<file path="config.mk">
export PLATFORM = sky130hd
export DESIGN_NAME = ov5640_init_seq
export DESIGN_NICKNAME = d
export VERILOG_FILES = /design/src/rtl/ov5640_init_seq.sv
export SDC_FILE = /design/constraint.sdc
export NUM_CORES = 1
export LEC_CHECK = 0
export BUFFER_PORTS_ARGS = -buffer_cell sky130_fd_sc_hd__buf_2
export CORE_UTILIZATION = 41
export CTS_CLUSTER_SIZE = 30
export DETAILED_ROUTE_END_ITERATION = 6
export PLACE_DENSITY = 0.7
export SYNTH_ARGS = -nofsm -noshare
export SYNTH_HDL_FRONTEND = slang
export SYNTH_SLANG_ARGS = --single-unit
</file>
<file path="constraint.sdc">
create_clock -name clk -period 2.2 [get_ports clk]
set_input_delay 0.11 -clock clk [delete_from_list [all_inputs] [get_ports clk]]
set_output_delay 0.11 -clock clk [all_outputs]
set_load 0.02 [all_outputs]
</file>
<file path="src/rtl/ov5640_init_seq.sv">
// OV5640 power-up init sequencer: walks the register ROM and issues one SCCB write per entry.
// Optional NACK retry support is compiled in with `define OV5640_INIT_RETRY_EN.
module ov5640_init_seq #(
    parameter int         ROM_DEPTH   = 252,
    parameter int         ADDR_WIDTH  = 8,
    parameter logic [7:0] DEV_ADDR    = 8'h78,
    parameter int         POWERUP_CYC = 1_000_000,
    parameter int         RESET_CYC   = 250_000,
    parameter int         MAX_RETRY   = 3
) (
    input  logic                  clk,
    input  logic                  reset,
    input  logic                  start,
    output logic [ADDR_WIDTH-1:0] rom_addr,
    input  logic [23:0]           rom_q,
    output logic                  wr_req,
    output logic [7:0]            wr_dev_addr,
    output logic [15:0]           wr_reg_addr,
    output logic [7:0]            wr_data,
    input  logic                  wr_done,
    input  logic                  wr_nack,
    output logic                  busy,
    output logic                  init_done,
    output logic                  init_error
);

    localparam int CNT_MAX = (POWERUP_CYC > RESET_CYC) ? POWERUP_CYC : RESET_CYC;
    localparam int CNT_W   = (CNT_MAX < 2) ? 1 : $clog2(CNT_MAX + 1);

    localparam logic [CNT_W-1:0]      PWR_LAST = CNT_W'(POWERUP_CYC - 1);
    localparam logic [CNT_W-1:0]      RST_LAST = CNT_W'(RESET_CYC);
    localparam logic [CNT_W-1:0]      CNT_ONE  = CNT_W'(1);
    localparam logic [ADDR_WIDTH-1:0] LAST_IDX = ADDR_WIDTH'(ROM_DEPTH - 1);

    if (ROM_DEPTH < 1 || ROM_DEPTH > (1 << ADDR_WIDTH)) begin : g_bad_depth
        $error("ov5640_init_seq: ROM_DEPTH does not fit ADDR_WIDTH");
    end
    if (POWERUP_CYC < 1 || RESET_CYC < 1 || MAX_RETRY < 0) begin : g_bad_timing
        $error("ov5640_init_seq: POWERUP_CYC/RESET_CYC must be >= 1, MAX_RETRY >= 0");
    end

    typedef enum logic [2:0] {
        S_IDLE,
        S_PWR_WAIT,
        S_FETCH,
        S_ISSUE,
        S_WAIT_DONE,
        S_POST_DLY,
        S_DONE,
        S_ERROR
    } state_t;

    state_t                  state;
    state_t                  state_nxt;
    logic [ADDR_WIDTH-1:0]   idx;
    logic [ADDR_WIDTH-1:0]   idx_nxt;
    logic [CNT_W-1:0]        cnt;
    logic [CNT_W-1:0]        cnt_nxt;
    logic                    wr_req_nxt;
    logic                    busy_nxt;
    logic                    done_nxt;
    logic                    err_nxt;
    logic                    latch_en;
    logic                    is_reset_entry;

`ifdef OV5640_INIT_RETRY_EN
    localparam int RETRY_W = (MAX_RETRY < 1) ? 1 : $clog2(MAX_RETRY + 1);
    localparam logic [RETRY_W-1:0] RETRY_LAST = RETRY_W'(MAX_RETRY);

    logic [RETRY_W-1:0] retry_cnt;
    logic [RETRY_W-1:0] retry_nxt;
`endif

    // Sensor software reset: SYSTEM_CTRL0 (0x3008) with bit 7 set needs a settle delay.
    assign is_reset_entry = (wr_reg_addr == 16'h3008) && wr_data[7];

    assign rom_addr    = idx;
    assign wr_dev_addr = DEV_ADDR;

    always_comb begin
        state_nxt  = state;
        idx_nxt    = idx;
        cnt_nxt    = cnt;
        wr_req_nxt = 1'b0;
        done_nxt   = init_done;
        err_nxt    = init_error;
        latch_en   = 1'b0;
`ifdef OV5640_INIT_RETRY_EN
        retry_nxt  = retry_cnt;
`endif

        unique case (state)
            S_IDLE, S_DONE, S_ERROR: begin
                if (start) begin
                    state_nxt = S_PWR_WAIT;
                    idx_nxt   = '0;
                    cnt_nxt   = '0;
                    done_nxt  = 1'b0;
                    err_nxt   = 1'b0;
`ifdef OV5640_INIT_RETRY_EN
                    retry_nxt = '0;
`endif
                end
            end

            S_PWR_WAIT: begin
                if (cnt == PWR_LAST) begin
                    state_nxt = S_FETCH;
                    cnt_nxt   = '0;
                end else begin
                    cnt_nxt = cnt + CNT_ONE;
                end
            end

            // Cycle 0 presents the address, cycle 1 sees the registered ROM word.
            S_FETCH: begin
                if (cnt == CNT_ONE) begin
                    latch_en   = 1'b1;
                    wr_req_nxt = 1'b1;
                    state_nxt  = S_ISSUE;
                    cnt_nxt    = '0;
                end else begin
                    cnt_nxt = cnt + CNT_ONE;
                end
            end

            S_ISSUE: begin
                state_nxt = S_WAIT_DONE;
                cnt_nxt   = '0;
            end

            S_WAIT_DONE: begin
                if (wr_done) begin
                    cnt_nxt = '0;
                    if (!wr_nack) begin
                        if (is_reset_entry) begin
                            state_nxt = S_POST_DLY;
                        end else if (idx == LAST_IDX) begin
                            state_nxt = S_DONE;
                            done_nxt  = 1'b1;
                        end else begin
                            idx_nxt   = idx + 1'b1;
                            state_nxt = S_FETCH;
`ifdef OV5640_INIT_RETRY_EN
                            retry_nxt = '0;
`endif
                        end
                    end else begin
`ifdef OV5640_INIT_RETRY_EN
                        if (retry_cnt == RETRY_LAST) begin
                            state_nxt = S_ERROR;
                            err_nxt   = 1'b1;
                        end else begin
                            retry_nxt  = retry_cnt + 1'b1;
                            wr_req_nxt = 1'b1;
                            state_nxt  = S_ISSUE;
                        end
`else
                        state_nxt = S_ERROR;
                        err_nxt   = 1'b1;
`endif
                    end
                end
            end

            // Counts through RESET_CYC-1 and spends one more cycle before moving on.
            S_POST_DLY: begin
                if (cnt == RST_LAST) begin
                    cnt_nxt = '0;
                    if (idx == LAST_IDX) begin
                        state_nxt = S_DONE;
                        done_nxt  = 1'b1;
                    end else begin
                        idx_nxt   = idx + 1'b1;
                        state_nxt = S_FETCH;
`ifdef OV5640_INIT_RETRY_EN
                        retry_nxt = '0;
`endif
                    end
                end else begin
                    cnt_nxt = cnt + CNT_ONE;
                end
            end

            default: begin
                state_nxt = S_IDLE;
            end
        endcase

        busy_nxt = !((state_nxt == S_IDLE) || (state_nxt == S_DONE) || (state_nxt == S_ERROR));
    end

    always_ff @(posedge clk) begin
        if (reset) begin
            state       <= S_IDLE;
            idx         <= '0;
            cnt         <= '0;
            wr_req      <= 1'b0;
            wr_reg_addr <= '0;
            wr_data     <= '0;
            busy        <= 1'b0;
            init_done   <= 1'b0;
            init_error  <= 1'b0;
        end else begin
            state      <= state_nxt;
            idx        <= idx_nxt;
            cnt        <= cnt_nxt;
            wr_req     <= wr_req_nxt;
            busy       <= busy_nxt;
            init_done  <= done_nxt;
            init_error <= err_nxt;
            if (latch_en) begin
                wr_reg_addr <= rom_q[23:8];
                wr_data     <= rom_q[7:0];
            end
        end
    end

`ifdef OV5640_INIT_RETRY_EN
    always_ff @(posedge clk) begin
        if (reset) begin
            retry_cnt <= '0;
        end else begin
            retry_cnt <= retry_nxt;
        end
    end
`endif

endmodule
</file>
==> results_dict.tcl <==
set metrics [dict create \
    synth_top_family_by_area "simple AND/OR/NAND/NOR gates" \
    status "complete, no violations" \
    htreeDepth 3 \
    coreArea_mm2 0.00694 \
    crit_type "reg -> reg" \
    timing.rr.start "cnt[1]" \
    drtIter0Drc 73 \
    io_pins 73 \
    synth_xor_area_frac 0.0554 \
    place_inst 495 \
    finalNonFillerCells 521 \
    whs_endpoint "wr_reg_addr[1]" \
    clk-insertion-delay-late_ns 0.35 \
    ys_ff_latch 59 \
    placementRows 30 \
    cp-end-kind "register" \
    vias 2653 \
    yosys.area_share.adder 0.0167 \
    die_area_mm2 0.00767 \
    cts_root_buf "clkbuf_8" \
    min-delay-start "rom_q[9]" \
    cts_max_path_buffers 2 \
    maxSlewHeadroom 0.512 \
    post-route-util 0.555 \
    multi_input_area_mm2 0.00170 \
    leakagePower_uw 0.00160 \
    start_kind "register" \
    fin_skew_ns 0.0136 \
    yosys_warnings 0 \
    p_per_area_mw_per_mm2 617 \
    netlist_area_mm2 0.00300 \
    via_per_inst 5.09 \
    globalplace.congestion 0.869 \
    cts_tree "yes" \
    synth_edf_count 0 \
    tns_ns 0 \
    routed_wl_mm 7.06 \
    min_path_type "in -> reg" \
    fillers 640 \
    wl_per_cell_um 13.5 \
    setup_viol 0 \
    cts_made_buffers 9 \
    antenna_found_initial 0 \
    maxCapViolations 0 \
    cp.required_ns 2.47 \
    regToRegSetupSlack_ns 0.1 \
    drc 0 \
    die_h_um 87.6 \
    dp_hpwl_mm 4.96 \
    area_delta_synth_final_pct 28.2 \
    placed_area_mm2 0.00350 \
    clk_pin_slew_ns 0.07 \
    hold_depth 3 \
    synthFlopType "dfxtp_1" \
    pre_cts_slack_ns 0.105 \
    regArea_mm2 0.00118 \
    cts_setup_buffers 0 \
    layout_min_cycle_time_ns 2.10 \
    ys_types 61 \
    async_flop_share 0 \
    die_w_um 87.6 \
    synth_compound_area_frac 0.0946 \
    arrival_ns 2.38 \
    syn_inst 331 \
    irDropWorstVdd_v 0.000467 \
    num-nets-final 453 \
    syn_area_per_cell_um2 9.07 \
    diodes 0 \
    initial_core_util 0.432 \
    gr-total-overflow 0 \
    ys_seq_area_frac 0.393 \
    tightestPinTransition_ns 0.732 \
    portBuffers 64 \
    max_freq_mhz 475 \
    drive_gt1_frac 0.294 \
    dr.pass1.iters 4 \
    hold_viol 0 \
    grt_pass1_vias 2476 \
    globalRouteTotalUtil 0.198 \
    synthSimpleGateAreaFrac 0.294 \
    grt_max_degree 39 \
    regToRegEndpoint "rom_addr[4]" \
    grt_first_pass_wirelength_mm 11.7 \
    cp_max_fo 7 \
    finalCritPeriodShare 0.957 \
    grt_setup_unrepaired "true" \
    finalInstanceArea_mm2 0.00385 \
    worst_slack_ns 0.0956 \
    final_max_slew_viol_count 0 \
    cts.sinks 59 \
    r2r_cells 9 \
    synth_mux_area_frac 0.0833 \
    detail-route-antenna-nets 0 \
]
synthesized netlist by cell type (2+ instances only):
master / number / area (um^2)
or3_1: 4 / 25.0
xor2_1: 17 / 149
mux2i_1: 25 / 250
and4_1: 5 / 43.8
a211oi_1: 3 / 22.5
nor2b_1: 8 / 50.1
a21oi_1: 6 / 30.0
xnor2_1: 2 / 17.5
nand2b_1: 5 / 31.3
conb_1: 2 / 7.51
clkbuf_1: 7 / 26.3
dfxtp_1: 59 / 1180
nor4_1: 7 / 43.8
nor2_1: 54 / 203
ha_1: 4 / 50.1
a31oi_1: 2 / 12.5
buf_4: 12 / 90.1
inv_1: 4 / 15.0
and4b_1: 4 / 40.0
buf_6: 4 / 45.0
nand3_1: 9 / 45.0
nor3_1: 5 / 25.0
o21ai_0: 13 / 65.1
nand4_1: 11 / 68.8
and3_1: 4 / 25.0
o21a_1: 2 / 15.0
nand2_1: 19 / 71.3
routing by layer:
metal / GRT usage / wire length, um
met5: 0 / 0
met3: 0.0556 / 264
met4: 0.0581 / 104
met2: 0.322 / 3380
met1: 0.255 / 3300
worst max-delay path by stage:
stage | start | endpoint | slack [ns]
floorplan | cnt[0] | rom_addr[5] | 0.15
global placement | cnt[1] | rom_addr[4] | 0.20
detailed placement | cnt[1] | rom_addr[4] | 0.10
CTS | cnt[1] | rom_addr[4] | 0.09
global route | cnt[1] | rom_addr[4] | -0.002
finish | cnt[1] | rom_addr[4] | 0.1
layout make-up:
class | count | share of cell area
Multi-Input combinational cell | 250 | 0.442
Sequential cell | 59 | 0.307
Timing Repair Buffer | 96 | 0.159
Clock buffer | 9 | 0.0322
Tap cell | 96 | 0.0312
Clock inverter | 7 | 0.0260
Inverter | 4 | 0.00390
cells in the final DEF, fill, tap and decap left out, types with 9 or more instances in the layout:
cell type	n
buf_2	64
dfxtp_1	59
nor2_1	54
mux2i_1	25
buf_4	20
nand2_1	19
xor2_1	17
o21ai_0	13
nand4_1	11
dlygate4sd3_1	10
nand3_1	9
clkbuf_8	9
power breakdown:
group,total (uW),switching (uW),internal (uW)
clock network,1110,468,645
logic,179,104,75.2
registers,1080,7.58,1080
total,2380,580,1800
cell families (layout without fill, tap and decap cells):
kind of cell    after synthesis  after routing
xor+xnor                     19             19
other cells                   2              8
flops                        59             59
fa+ha+maj                     4              4
mux                          25             25
buf+inv                      28            116
compound gates               39             39
simple gates                155            155
stage by stage:
stage / power (uW) / hold slack, ns
finish: 2380 / 0.00539
global route: 2470 / 0.00431
CTS: 2390 / 0.000358
detailed placement: 1270 / 0.354
global placement: 1270 / 0.343
floorplan: 1220 / 0.257
flip-flops by register name (all words and copies together), names as in the netlist:
name         flops
wr_req           1
wr_reg_addr     16
wr_data          8
rom_addr         8
init_error       1
busy             1
cnt             20
init_done        1
state            3
what timing repair did:
| item | in CTS | in global routing |
|---|---|---|
| hold buffers | 10 | 0 |
| setup endpoints to repair | 0 | 26 |
| resized for setup | 0 | 5 |
| endpoints found under the hold margin | 10 | 0 |
critical path, cell delays in order (launching register included):
cell	delay (ns)
dfxtp_1	0.31
inv_1	0.07
ha_1	0.14
nand4_1	0.09
or3_4	0.36
o311ai_4	0.26
buf_12	0.16
nand4_4	0.11
or3_1	0.37
a21oi_1	0.15
(Power assumes the default switching activity.)
